--- config.mk ---
export PLATFORM = sky130hd
export DESIGN_NAME = serial_sub_ctrl_flat
export DESIGN_NICKNAME = d
export VERILOG_FILES = /design/src/rtl/serial_sub_ctrl_if.sv /design/src/rtl/serial_sub_ctrl.sv /design/src/flat_wrapper.sv
export SDC_FILE = /design/constraint.sdc
export NUM_CORES = 1
export LEC_CHECK = 0
export ABC_AREA = 1
export BUFFER_PORTS_ARGS = -buffer_cell sky130_fd_sc_hd__buf_2
export CAP_MARGIN = 10
export CELL_PAD_IN_SITES_DETAIL_PLACEMENT = 1
export CELL_PAD_IN_SITES_GLOBAL_PLACEMENT = 1
export CORE_ASPECT_RATIO = 1.2
export CORE_UTILIZATION = 30
export DETAILED_ROUTE_END_ITERATION = 8
export GPL_ROUTABILITY_DRIVEN = 0
export PLACE_DENSITY_LB_ADDON = 0.1
export SLEW_MARGIN = 40
export SYNTH_ARGS = -nofsm -noshare
export SYNTH_HDL_FRONTEND = slang
export SYNTH_SLANG_ARGS = --single-unit
--- constraint.sdc ---
create_clock -name clk -period 1.79 [get_ports clk]
set_clock_uncertainty 0.15 [all_clocks]
set_input_delay 0.4475 -clock clk [delete_from_list [all_inputs] [get_ports clk]]
set_output_delay 0.4475 -clock clk [all_outputs]
set_load 0.02 [all_outputs]
--- src/rtl/serial_sub_ctrl_if.sv ---
// -----------------------------------------------------------------------------
// serial_sub_ctrl_if
// Handshake and result bundle for the bit-serial subtractor.
//   start      : request a subtraction (master -> slave)
//   a, b       : minuend / subtrahend, captured on accept (master -> slave)
//   busy       : operation in progress (slave -> master)
//   done       : one-cycle result-valid pulse (slave -> master)
//   diff       : a - b modulo 2^WIDTH (slave -> master)
//   borrow_out : final borrow, 1 when unsigned a < b (slave -> master)
//   overflow   : signed overflow flag, only with SERIAL_SUB_OVF_EN defined
// Optional feature macro: SERIAL_SUB_OVF_EN
// -----------------------------------------------------------------------------
interface serial_sub_ctrl_if #(
    parameter int WIDTH = 32
);
    logic             start;
    logic [WIDTH-1:0] a;
    logic [WIDTH-1:0] b;
    logic             busy;
    logic             done;
    logic [WIDTH-1:0] diff;
    logic             borrow_out;
`ifdef SERIAL_SUB_OVF_EN
    logic             overflow;
`endif

    modport master (
        output start, a, b,
        input  busy, done, diff, borrow_out
`ifdef SERIAL_SUB_OVF_EN
        , input overflow
`endif
    );

    modport slave (
        input  start, a, b,
        output busy, done, diff, borrow_out
`ifdef SERIAL_SUB_OVF_EN
        , output overflow
`endif
    );
endinterface

--- src/rtl/serial_sub_ctrl.sv ---
// -----------------------------------------------------------------------------
// serial_sub_ctrl
// Bit-serial subtractor: computes a - b one bit per clock, LSB first, using a
// single full-subtractor cell (sub_full) whose carry terminals carry the borrow.
// Ports:
//   clk   : rising-edge clock
//   rst_n : asynchronous active-low reset (clears all state)
//   bus   : serial_sub_ctrl_if.slave (start/a/b in; busy/done/diff/
//           borrow_out[/overflow] out)
// Parameter WIDTH : operand width, 2..64.
// Optional feature macro: SERIAL_SUB_OVF_EN adds the signed overflow flag.
// -----------------------------------------------------------------------------

// One-bit full subtractor: sub = a - b - carry_in, carry_out = borrow out.
module sub_full (
    output logic sub,
    output logic carry_out,
    input  logic a,
    input  logic b,
    input  logic carry_in
);
    always_comb begin
        sub       = a ^ b ^ carry_in;
        carry_out = (~a & b) | (~(a ^ b) & carry_in);
    end
endmodule

module serial_sub_ctrl #(
    parameter int WIDTH = 32
) (
    input  logic              clk,
    input  logic              rst_n,
    serial_sub_ctrl_if.slave  bus
);
    localparam int CNT_W = $clog2(WIDTH) + 1;
    localparam logic [CNT_W-1:0] LAST_CNT = CNT_W'(WIDTH - 1);

    typedef enum logic [1:0] {
        IDLE = 2'd0,
        RUN  = 2'd1,
        DONE = 2'd2
    } state_t;

    state_t           state_q, state_d;
    logic [WIDTH-1:0] a_sh_q, a_sh_d;
    logic [WIDTH-1:0] b_sh_q, b_sh_d;
    logic [WIDTH-1:0] res_q, res_d;
    logic [WIDTH-1:0] diff_q, diff_d;
    logic             brw_q, brw_d;
    logic             borrow_out_q, borrow_out_d;
    logic [CNT_W-1:0] cnt_q, cnt_d;
`ifdef SERIAL_SUB_OVF_EN
    // Operand MSBs are kept aside because the shift registers lose them.
    logic             a_msb_q, a_msb_d;
    logic             b_msb_q, b_msb_d;
    logic             ovf_q, ovf_d;
`endif

    logic cell_sub;
    logic cell_cout;

    sub_full u_cell (
        .sub       (cell_sub),
        .carry_out (cell_cout),
        .a         (a_sh_q[0]),
        .b         (b_sh_q[0]),
        .carry_in  (brw_q)
    );

    always_comb begin
        state_d      = state_q;
        a_sh_d       = a_sh_q;
        b_sh_d       = b_sh_q;
        res_d        = res_q;
        diff_d       = diff_q;
        brw_d        = brw_q;
        borrow_out_d = borrow_out_q;
        cnt_d        = cnt_q;
`ifdef SERIAL_SUB_OVF_EN
        a_msb_d      = a_msb_q;
        b_msb_d      = b_msb_q;
        ovf_d        = ovf_q;
`endif
        unique case (state_q)
            IDLE: begin
                if (bus.start) begin
                    state_d = RUN;
                    a_sh_d  = bus.a;
                    b_sh_d  = bus.b;
                    brw_d   = 1'b0;
                    cnt_d   = '0;
`ifdef SERIAL_SUB_OVF_EN
                    a_msb_d = bus.a[WIDTH-1];
                    b_msb_d = bus.b[WIDTH-1];
`endif
                end
            end
            RUN: begin
                // New bit enters at the MSB; after WIDTH shifts the first
                // (LSB) result bit has walked down to bit 0.
                res_d  = {cell_sub, res_q[WIDTH-1:1]};
                brw_d  = cell_cout;
                a_sh_d = a_sh_q >> 1;
                b_sh_d = b_sh_q >> 1;
                cnt_d  = cnt_q + CNT_W'(1);
                if (cnt_q == LAST_CNT) begin
                    state_d      = DONE;
                    diff_d       = {cell_sub, res_q[WIDTH-1:1]};
                    borrow_out_d = cell_cout;
`ifdef SERIAL_SUB_OVF_EN
                    // cell_sub is the MSB of the final difference.
                    ovf_d = (a_msb_q != b_msb_q) && (cell_sub != a_msb_q);
`endif
                end
            end
            DONE: begin
                state_d = IDLE;
            end
            default: begin
                state_d = IDLE;
            end
        endcase
    end

    always_ff @(posedge clk or negedge rst_n) begin
        if (!rst_n) begin
            state_q      <= IDLE;
            a_sh_q       <= '0;
            b_sh_q       <= '0;
            res_q        <= '0;
            diff_q       <= '0;
            brw_q        <= 1'b0;
            borrow_out_q <= 1'b0;
            cnt_q        <= '0;
`ifdef SERIAL_SUB_OVF_EN
            a_msb_q      <= 1'b0;
            b_msb_q      <= 1'b0;
            ovf_q        <= 1'b0;
`endif
        end else begin
            state_q      <= state_d;
            a_sh_q       <= a_sh_d;
            b_sh_q       <= b_sh_d;
            res_q        <= res_d;
            diff_q       <= diff_d;
            brw_q        <= brw_d;
            borrow_out_q <= borrow_out_d;
            cnt_q        <= cnt_d;
`ifdef SERIAL_SUB_OVF_EN
            a_msb_q      <= a_msb_d;
            b_msb_q      <= b_msb_d;
            ovf_q        <= ovf_d;
`endif
        end
    end

    assign bus.busy       = (state_q != IDLE);
    assign bus.done       = (state_q == DONE);
    assign bus.diff       = diff_q;
    assign bus.borrow_out = borrow_out_q;
`ifdef SERIAL_SUB_OVF_EN
    assign bus.overflow   = ovf_q;
`endif

endmodule

--- src/flat_wrapper.sv ---
// flat-port wrapper written by rule: the top's interface ports become plain ports
module serial_sub_ctrl_flat 
#(
    parameter int WIDTH = 32
)
  (clk, rst_n, bus_start, bus_a, bus_b, bus_busy, bus_done, bus_diff, bus_borrow_out);
  serial_sub_ctrl_if #(.WIDTH(WIDTH)) bus_i ();
  input  logic clk;
  input  logic rst_n;
  input wire logic [$bits(bus_i.start)-1:0] bus_start;
  input wire logic [$bits(bus_i.a)-1:0] bus_a;
  input wire logic [$bits(bus_i.b)-1:0] bus_b;
  output wire logic [$bits(bus_i.busy)-1:0] bus_busy;
  output wire logic [$bits(bus_i.done)-1:0] bus_done;
  output wire logic [$bits(bus_i.diff)-1:0] bus_diff;
  output wire logic [$bits(bus_i.borrow_out)-1:0] bus_borrow_out;
  assign bus_i.start = bus_start;
  assign bus_i.a = bus_a;
  assign bus_i.b = bus_b;
  assign bus_busy = bus_i.busy;
  assign bus_done = bus_i.done;
  assign bus_diff = bus_i.diff;
  assign bus_borrow_out = bus_i.borrow_out;
  serial_sub_ctrl #(.WIDTH(WIDTH)) u_core (.clk(clk), .rst_n(rst_n), .bus(bus_i));
endmodule
## Yosys cells after proc, flatten, opt, wreduce, memory -nomap -nowiden

Index checks and enable logic that the tools add are counted.

- Reduce and logical (&&, ||, !) cells: 6
- Bitwise operators: 7
- Add/subtract/negate cells: 1
- Muxes and demuxes: 11
- Equality and inequality tests: 5

Operator list:

| cell | number |
|---|---|
| one-hot mux 32 bit (2 select lines) | 2 |
| two-way mux 32 bit | 2 |
| one-hot mux 6 bit (2 select lines) | 1 |
| adder 6 x 1 -> 6 bit, second input constant | 1 |
| equality test 6 x 5 -> 1 bit, second input constant | 1 |
| two-way mux 6 bit | 1 |
| AND reduction 2 bit | 3 |
| two-way mux 2 bit | 2 |
| one-hot mux 2 bit (2 select lines) | 1 |
| nonzero test 2 bit | 2 |
| AND 1 bit | 2 |
| equality test 2 x 1 -> 1 bit, second input constant | 1 |
| equality test 2 bit, second input constant | 1 |
| zero test 2 bit | 1 |
| != test 2 x 1 -> 1 bit, second input constant | 1 |
| != test 2 bit, second input constant | 1 |
| inverter 1 bit | 2 |
| one-hot mux 1 bit (2 select lines) | 1 |
| bitwise XOR 1 bit | 2 |
| two-way mux 1 bit | 1 |
| OR 1 bit | 1 |

- Word-level logic and storage cells: 38
- Flip-flop bits (word level): 138

## Depth between registers and ports, before layout

Gate-level depths: netlist of run 1.

- Depth in word-level cells: 5
- Depth in mapped cells: 7
- Gate-level depth less buffers: 6

## Hierarchy

Synthesis of run 1 repeated with hierarchy kept, for this count alone.

- Cell total of the unflattened synthesis: 663
- Area, all modules: 5809.3 um^2

By module, submodules not included:

| module | instances | sequential area each (um^2) | cells each | area an instance (um^2) |
|---|---|---|---|---|
| serial_sub_ctrl | 1 | 3428.3 | 660 | 5781.8 |
| sub_full | 1 | 0.0 | 3 | 27.5 |

## Worst setup path before layout of run 1

Ideal clock, no wire load.

- Path type: register to register
- From: register u_core.cnt_q[0]
- To: register u_core.borrow_out_q, in the netlist u_core.bus.borrow_out
- Setup time: 0.117 ns
- Required time: 1.523 ns
- Path buffers: 1
- Period minus slack after synthesis: 1.480 ns
- Arrival time: 1.213 ns
- Path slack: 0.310 ns
- Cell stages (with the launch flop): 8
- Path through: dfrtp_1 ha_1 nand3_2 nor2_4 nand2_4 buf_6 nand2_1 nand2_1

- Word-level cells in the longest chain between the ends: 2

Ends and longest elaborated chain:

| element | line | text |
|---|---|---|
| from (decl) | serial_sub_ctrl.sv:51 | `logic [CNT_W-1:0] cnt_q, cnt_d;` |
| from (signal assigned) | serial_sub_ctrl.sv:148 | `cnt_q <= cnt_d;` |
| equality test 6 x 5 -> 1 bit | serial_sub_ctrl.sv:106 | `if (cnt_q == LAST_CNT) begin` |
| AND reduction 2 bit (no source line) | n/a |  |
| to (signal assigned) | serial_sub_ctrl.sv:147 | `borrow_out_q <= borrow_out_d;` |
| to (decl) | serial_sub_ctrl.sv:50 | `logic borrow_out_q, borrow_out_d;` |

Every way passes these cells.
A chain may end at the register's enable or synchronous reset.

## Final worst setup path of run 1

- From: register u_core.state_q[1]
- To: output bus_done

- Word-level cells in the longest chain between the ends: 1

Ends and longest elaborated chain:

| element | line | text |
|---|---|---|
| from (decl) | serial_sub_ctrl.sv:44 | `state_t state_q, state_d;` |
| from (signal assigned) | serial_sub_ctrl.sv:141 | `state_q <= state_d;` |
| equality test 2 bit | serial_sub_ctrl.sv:158 | `assign bus.done = (state_q == DONE);` |
| to (decl) | flat_wrapper.sv:14 | `output wire logic [$bits(bus_i.done)-1:0] bus_done;` |

Every way passes these cells.

==> results of run 1 <==
kinds of logic (layout without fill, tap and decap cells):
logic type / count (synthesis) / count (layout) / share of synthesized area
adder cells (fa/ha/maj): 2 / 2 / 0.005603
flip-flops: 137 / 137 / 0.5905
AO/OA/AOI/OAI: 35 / 35 / 0.03082
AND/OR/NAND/NOR: 418 / 418 / 0.3112
buffers and inverters: 70 / 176 / 0.06034
XOR/XNOR: 1 / 1 / 0.001509
routing by layer:
layer,wire [um],track usage,vias up,share of wire
met5,0,0,-,0
met4,149,0.05042,0,0.010
met3,606,0.04220,11,0.042
met2,6978,0.2566,85,0.48
met1,6749,0.2090,2373,0.47
li1,-,-,2338,-
repair_timing:
item                                    4_1_cts  5_1_grt
pin swaps                                     0        1
buffers inserted                              1        0
hold buffers                                  1        0
endpoints found under the setup margin        2        4
hold endpoints to repair                     31        0
resized for setup                             2       10
final timing paths:
kind                                      from             endpoint  slack (ns)
setup / recovery             u_core.state_q[1]             bus_done        0.04
hold / removal                       bus_b[31]    u_core.b_sh_q[31]        0.09
setup reg to reg               u_core.cnt_q[0]   u_core.bus.diff[3]        0.19
hold reg to reg            u_core.bus.diff[14]  u_core.bus.diff[14]        0.31
max in group asynchronous                rst_n      u_core.cnt_q[0]        0.51
min in group asynchronous                rst_n   u_core.bus.diff[8]        0.36
worst max-delay path, stage by stage (launching register included):
cell     delay (ns)
dfrtp_1        0.42
inv_2          0.10
nor2_4         0.09
buf_6          0.12
synthesized netlist by cell type (all sizes together):
cell type and instances:
fa 1, nor2 7, o22ai 1, clkbuf 12, a21oi 2, nand2 241
inv 25, buf 33, o21ai 31, xnor2 1, nand4 2, nand3 168
ha 1, o21bai 1, dfrtp 137
power by group:
group / switching, mW / internal [mW] / total (mW)
Clock: 1.33 / 2.48 / 3.81
Combinational: 1.26 / 0.872 / 2.14
Sequential: 0.610 / 4.08 / 4.69
Total: 3.20 / 7.44 / 10.6
area by class of cell:
type,count,share of cell area
clock buffer,22,0.06589
clock inverter,10,0.02248
inverter,25,0.01311
multi-input combinational,456,0.2811
sequential,137,0.4667
tap,256,0.04359
timing repair buffer,119,0.1071
stage by stage:
stage          setup WS, ns    util
5_1_grt            -0.03471  0.3883
3_3_place_gp         0.1967  0.3511
2_1_floorplan        0.3096       -
3_5_place_dp         0.1147  0.3511
4_1_cts            0.002149  0.3865
6_report            0.04406  0.3883
flip-flops by register name, summed over array words and instances, names as in the netlist:
register	flops
u_core.bus.borrow_out	1
u_core.bus.diff	32
u_core.brw_q	1
u_core.a_sh_q	32
u_core.state_q	2
u_core.cnt_q	6
u_core.b_sh_q	32
u_core.res_q	31
==> impl_results.md, run 1 <==
- Detailed placement HPWL: 9.176 mm
- Commonest non-fill, non-tap cells in the layout: nand2_1 (238), nand3_1 (167), dfrtp_1 (136)
- Setup TNS: 0 ns
- Die width: 129.0 um
- Share of cells above drive strength 1: 0.2094
- CTS sink cnt: ~140
- Worst r2r path cells: 6
- Crit Path Category: reg2out
- Vias in the first global route: 4998
- Max Slew Vio Count: 0
- Data required time of the worst path: 1.19 ns
- Pin count of the biggest net entering global routing: 57
- Synthesized area: 5806 sq um
- Crit end category: output pin
- Grt ovf: 0
- First-pass GRT wire length: approximately 25 mm
- Clock Root Buffer: clkbuf_16
- Fin cells: roughly 1000
- Yosys top cell by area: dfrtp_1
- Hold path depth: 3
- Max FO, Critical Path: 3
- Worst-skew pair later-pin latency: 0.41 ns
- Worst Path Arrival: 1.15 ns
- Seq/Total Area, Yosys: 0.5905
- Num CTS Buffers: 17
- Period minus WS final: roughly 1.7 ns
- H-tree levels: 4
- Slew margin rel.: 0.7372
- Drt drc: 0
- Pwr/cell area: 1448 nW/um^2
- Fin crit share: 0.9754
- Power, Total: 10.64 mW
- Peak VDD IR: roughly 620 uV
- Yosys reg bits: 137
- Initial antenna violation count: 0
- LEAKAGE: 3.473 nW
- Initial Utilization: 0.3068
- CTS tree: done
- Final Cell Area: roughly 7300 sq um
- Outcome: complete, no violations
- Final WL: 14.48 mm
- Dpl cell area: 6644 sq um
- Main area contributors after synthesis: dfrtp_1 (59%), nand2_1 (15%), nand3_1 (14%), o21ai_0 (2.1%), buf_2 (1.6%)
- Clock Path Buffers: 2
- Vias/cell: between 4 and 5
- Wire per inst: 14.13 um
- Final hold vios: 0
- Boundary Pins: ~100
- Setup violators final: 0
- Startpoint types: flop
- Routed Antenna Nets: 0
- # diodes: 0
- Commonest non-fill, non-tap cell in the layout: nand2_1
- Area Overhead vs Synth: 26.57%
- Dpl cells: 991
- Initial DRT Pass Iterations: 4
- Mapped Nets: 732
- Yosys top cell area share: 0.5905
- Cells after Synth: about 660
- Storage cell area: 3430 sq um
- Clock Pin Slew Worst Setup and Hold Paths: around 0.060 ns
- Core box area: 18920 sq um
- Via count: between 4000 and 5000
- Peak Freq: 572.8 MHz
- GRT Overall Usage: 0.1598
- Die extent in y: 154.4 um
- Area of the multi-input gates: 2066 sq um
- Port bufs: between 100 and 150
- Total of max-cap violations: 0
- Synth warn: 0
- Minimum hold slack: 0.08698 ns
- RSZ-0062 raised after global routing: yes
- NumNets Final: 825
- Mean post-synth cell area: slightly below 9 sq um
- Unique cell type count in the Yosys netlist: 23
- Tightest Hold Check Type: in2reg
- Initial DRC Count: 260
- Cell Rows: 55
- Slew at the pin with the worst max-slew slack: 0.3942 ns
- Fillers: 2241
- Die Area: ~20000 sq um
(Power assumes the default switching activity.)
==> run 2: changes to the inputs <==
Settings changed: MAX_ROUTING_LAYER from default to met4, SETUP_SLACK_MARGIN from default to 0.2, TNS_END_PERCENT from default to 100.
==> run 2 against run 1 <==
Net effect:
- setup slack got worse by 0.027 ns
- non-clock buffer count rose by 34
- sequential cell count unchanged
- combinational power rose by 34%
- total power up 7.0%
- clock power hardly changed
- cell area grew 18%
- sequential power barely moved
- core utilization up 6.8 points
- fmax shrank 1.5%
- worst hold slack better by 0.00078 ns
- cell count rose by 3.5%
==> impl_results.md, run 2 (synthesis gave the netlist of run 1 again) <==
- Worst-skew pair later-pin latency: between 0.4 and 0.5 ns
- Internal power: 7.840 mW
- Detailed placement HPWL: 9.176 mm
- CTS sink cnt: 137
- Peak VDD IR: 653.6 uV
- R2r endpoint: u_core.b_sh_q[20]
- Core box area: ~19000 sq um
- Clock share of power: 0.336
- Fin crit share: 0.9906
- Total of max-cap violations: 0
- Die extent in y: roughly 150 um
- H-tree levels: 4
- Dpl cells: 991
- Sequential share of power: 0.413
- Logic pwr share: 0.252
- Crit end category: output pin
- Clock Pin Slew Worst Setup and Hold Paths: 0.06 ns
- CTS tree: done
- Vias/cell: 4.802
- First-pass GRT wire length: 25.65 mm
- Clock Root Buffer: clkbuf_16
- Initial Utilization: 0.3068
- Num CTS Buffers: 17
- Die Area: 19910 sq um
- Via count: 5095
- NumNets Final: 861
- Drt drc: 0
- # diodes: 0
- Reg2reg start: u_core.state_q[1]
- Fin worst setup slack: 0.01689 ns
- Startpoint types: flop
- Switch share: 0.3117
- Initial antenna violation count: 0
- Pin count of the biggest net entering global routing: 57
- Commonest non-fill, non-tap cells in the layout: nand2_1 (184), dfrtp_1 (136), nand3_1 (116)
- Data required time of the worst path: 1.19 ns
- Worst Setup SP: u_core.state_q[0]
- Fin cells: 1061
- Port bufs: 101
- Slew at the pin with the worst max-slew slack: 0.4124 ns
- Clock Path Buffers: 2
- Worst r2r path cells: 8
- Placement Setup Slack: 0.1147 ns
- Outcome: complete, no violations
- Routed Antenna Nets: 0
- Commonest non-fill, non-tap cell in the layout: nand2_1
- GRT Overall Usage: 0.1686
- Wire per inst: 16.23 um
- Switching pwr: 3.551 mW
- Max FO, Critical Path: 3
- Setup violators final: 0
- Boundary Pins: 102
- LEAKAGE: between 4 and 5 nW
- Initial DRC Count: 275
- Share of cells above drive strength 1: 0.3789
- Grt ovf: 0
- Peak Freq: 564.0 MHz
- Initial DRT Pass Iterations: 5
- Worst Path Arrival: 1.18 ns
- Final WL: about 17 mm
- Final hold vios: 0
- Die width: 129.0 um
- CP Capture Point: bus_busy
- FF-to-FF setup slack: between 0.1 and 0.15 ns
- Max Slew Vio Count: 0
- Tightest Hold Check Type: in2reg
- RSZ-0062 raised after global routing: yes
- Vias in the first global route: 5065
- Slew margin rel.: 0.7250
- Period minus WS final: 1.773 ns
- Area Overhead vs Synth: 48.75%
- Cell Rows: 55
- Pwr/cell area: 1319 nW/um^2
- Crit Path Category: reg2out
==> run 2: cell count changes in the layout (fill, tap and decap cells not counted), moves of 17 or more <==
cell / previous run / this run
buf_2: 98 / 78
buf_4: 7 / 30
buf_6: 3 / 20
nand2_1: 238 / 184
nand2_4: 1 / 43
nand3_1: 167 / 116
nand3_2: 1 / 52
==> run 2: area by class of cell <==
cell class,count,area (sq um)
tap,256,320.3
sequential,137,3430
timing repair inverter,1,8.758
clock buffer,22,484.2
multi-input combinational,457,2735
timing repair buffer,153,1386
clock inverter,10,165.2
fill,2164,10290
inverter,25,106.4
==> run 2: timing repair <==
action                     4_1_cts  5_1_grt
pin swaps                        3       46
resized for setup               20      201
gates cloned                     1       11
setup endpoints to repair       41       85
hold endpoints to repair        31        0
hold buffers                     1        0
setup buffers                   10       15
==> run 2: stage by stage <==
| step | power (mW) | setup TNS, ns | hold slack, ns | cell area [sq um] | utilization |
|---|---|---|---|---|---|
| 2_1_floorplan | 6.100 | 0 | 0.001909 | 5806 | - |
| 3_3_place_gp | 6.790 | 0 | 0.2288 | 6644 | 0.3511 |
| 3_5_place_dp | 6.901 | 0 | 0.2356 | 6644 | 0.3511 |
| 4_1_cts | 10.91 | 0 | 0.07311 | 7471 | 0.3948 |
| 5_1_grt | 12.12 | -0.04646 | 0.07283 | 8636 | 0.4563 |
| 6_report | 11.39 | 0 | 0.08776 | 8636 | 0.4563 |
==> run 2: metal layers <==
| layer | vias up | track usage | routed length, um |
|---|---|---|---|
| met4 | 0 | 0.05042 | 126 |
| met5 | - | - | 0 |
| met1 | 2570 | 0.2172 | 7695 |
| li1 | 2432 | - | - |
| met3 | 9 | 0.03943 | 531 |
| met2 | 84 | 0.2625 | 8865 |
==> run 2: how the worst min path moves through the flow <==
stage                          from            endpoint  slack (ns)  cells past startpoint
after floorplan               rst_n    u_core.a_sh_q[0]       0.002                      0
after global placement        rst_n  u_core.bus.diff[7]        0.23                      1
after detailed placement      rst_n  u_core.bus.diff[8]        0.24                      1
after CTS                 bus_b[22]   u_core.b_sh_q[22]        0.07                      3
after global routing       bus_b[7]    u_core.b_sh_q[7]        0.07                      3
final                     bus_a[19]   u_core.a_sh_q[19]        0.09                      3
==> run 2: power by group through the flow <==
stage          clock [mW]  sequential [mW]  combinational [mW]
6_report             3.83             4.70                2.87
3_5_place_dp            0             4.74                2.16
3_3_place_gp            0             4.71                2.08
2_1_floorplan           0             4.62                1.48
4_1_cts              3.93             4.68                2.29
5_1_grt              4.08             4.82                3.22
==> run 2: worst max-delay path, cell delays in order (launching register included) <==
cell and delay [ns]:
dfrtp_2 0.45, nor2_4 0.15, inv_2 0.04, buf_6 0.12
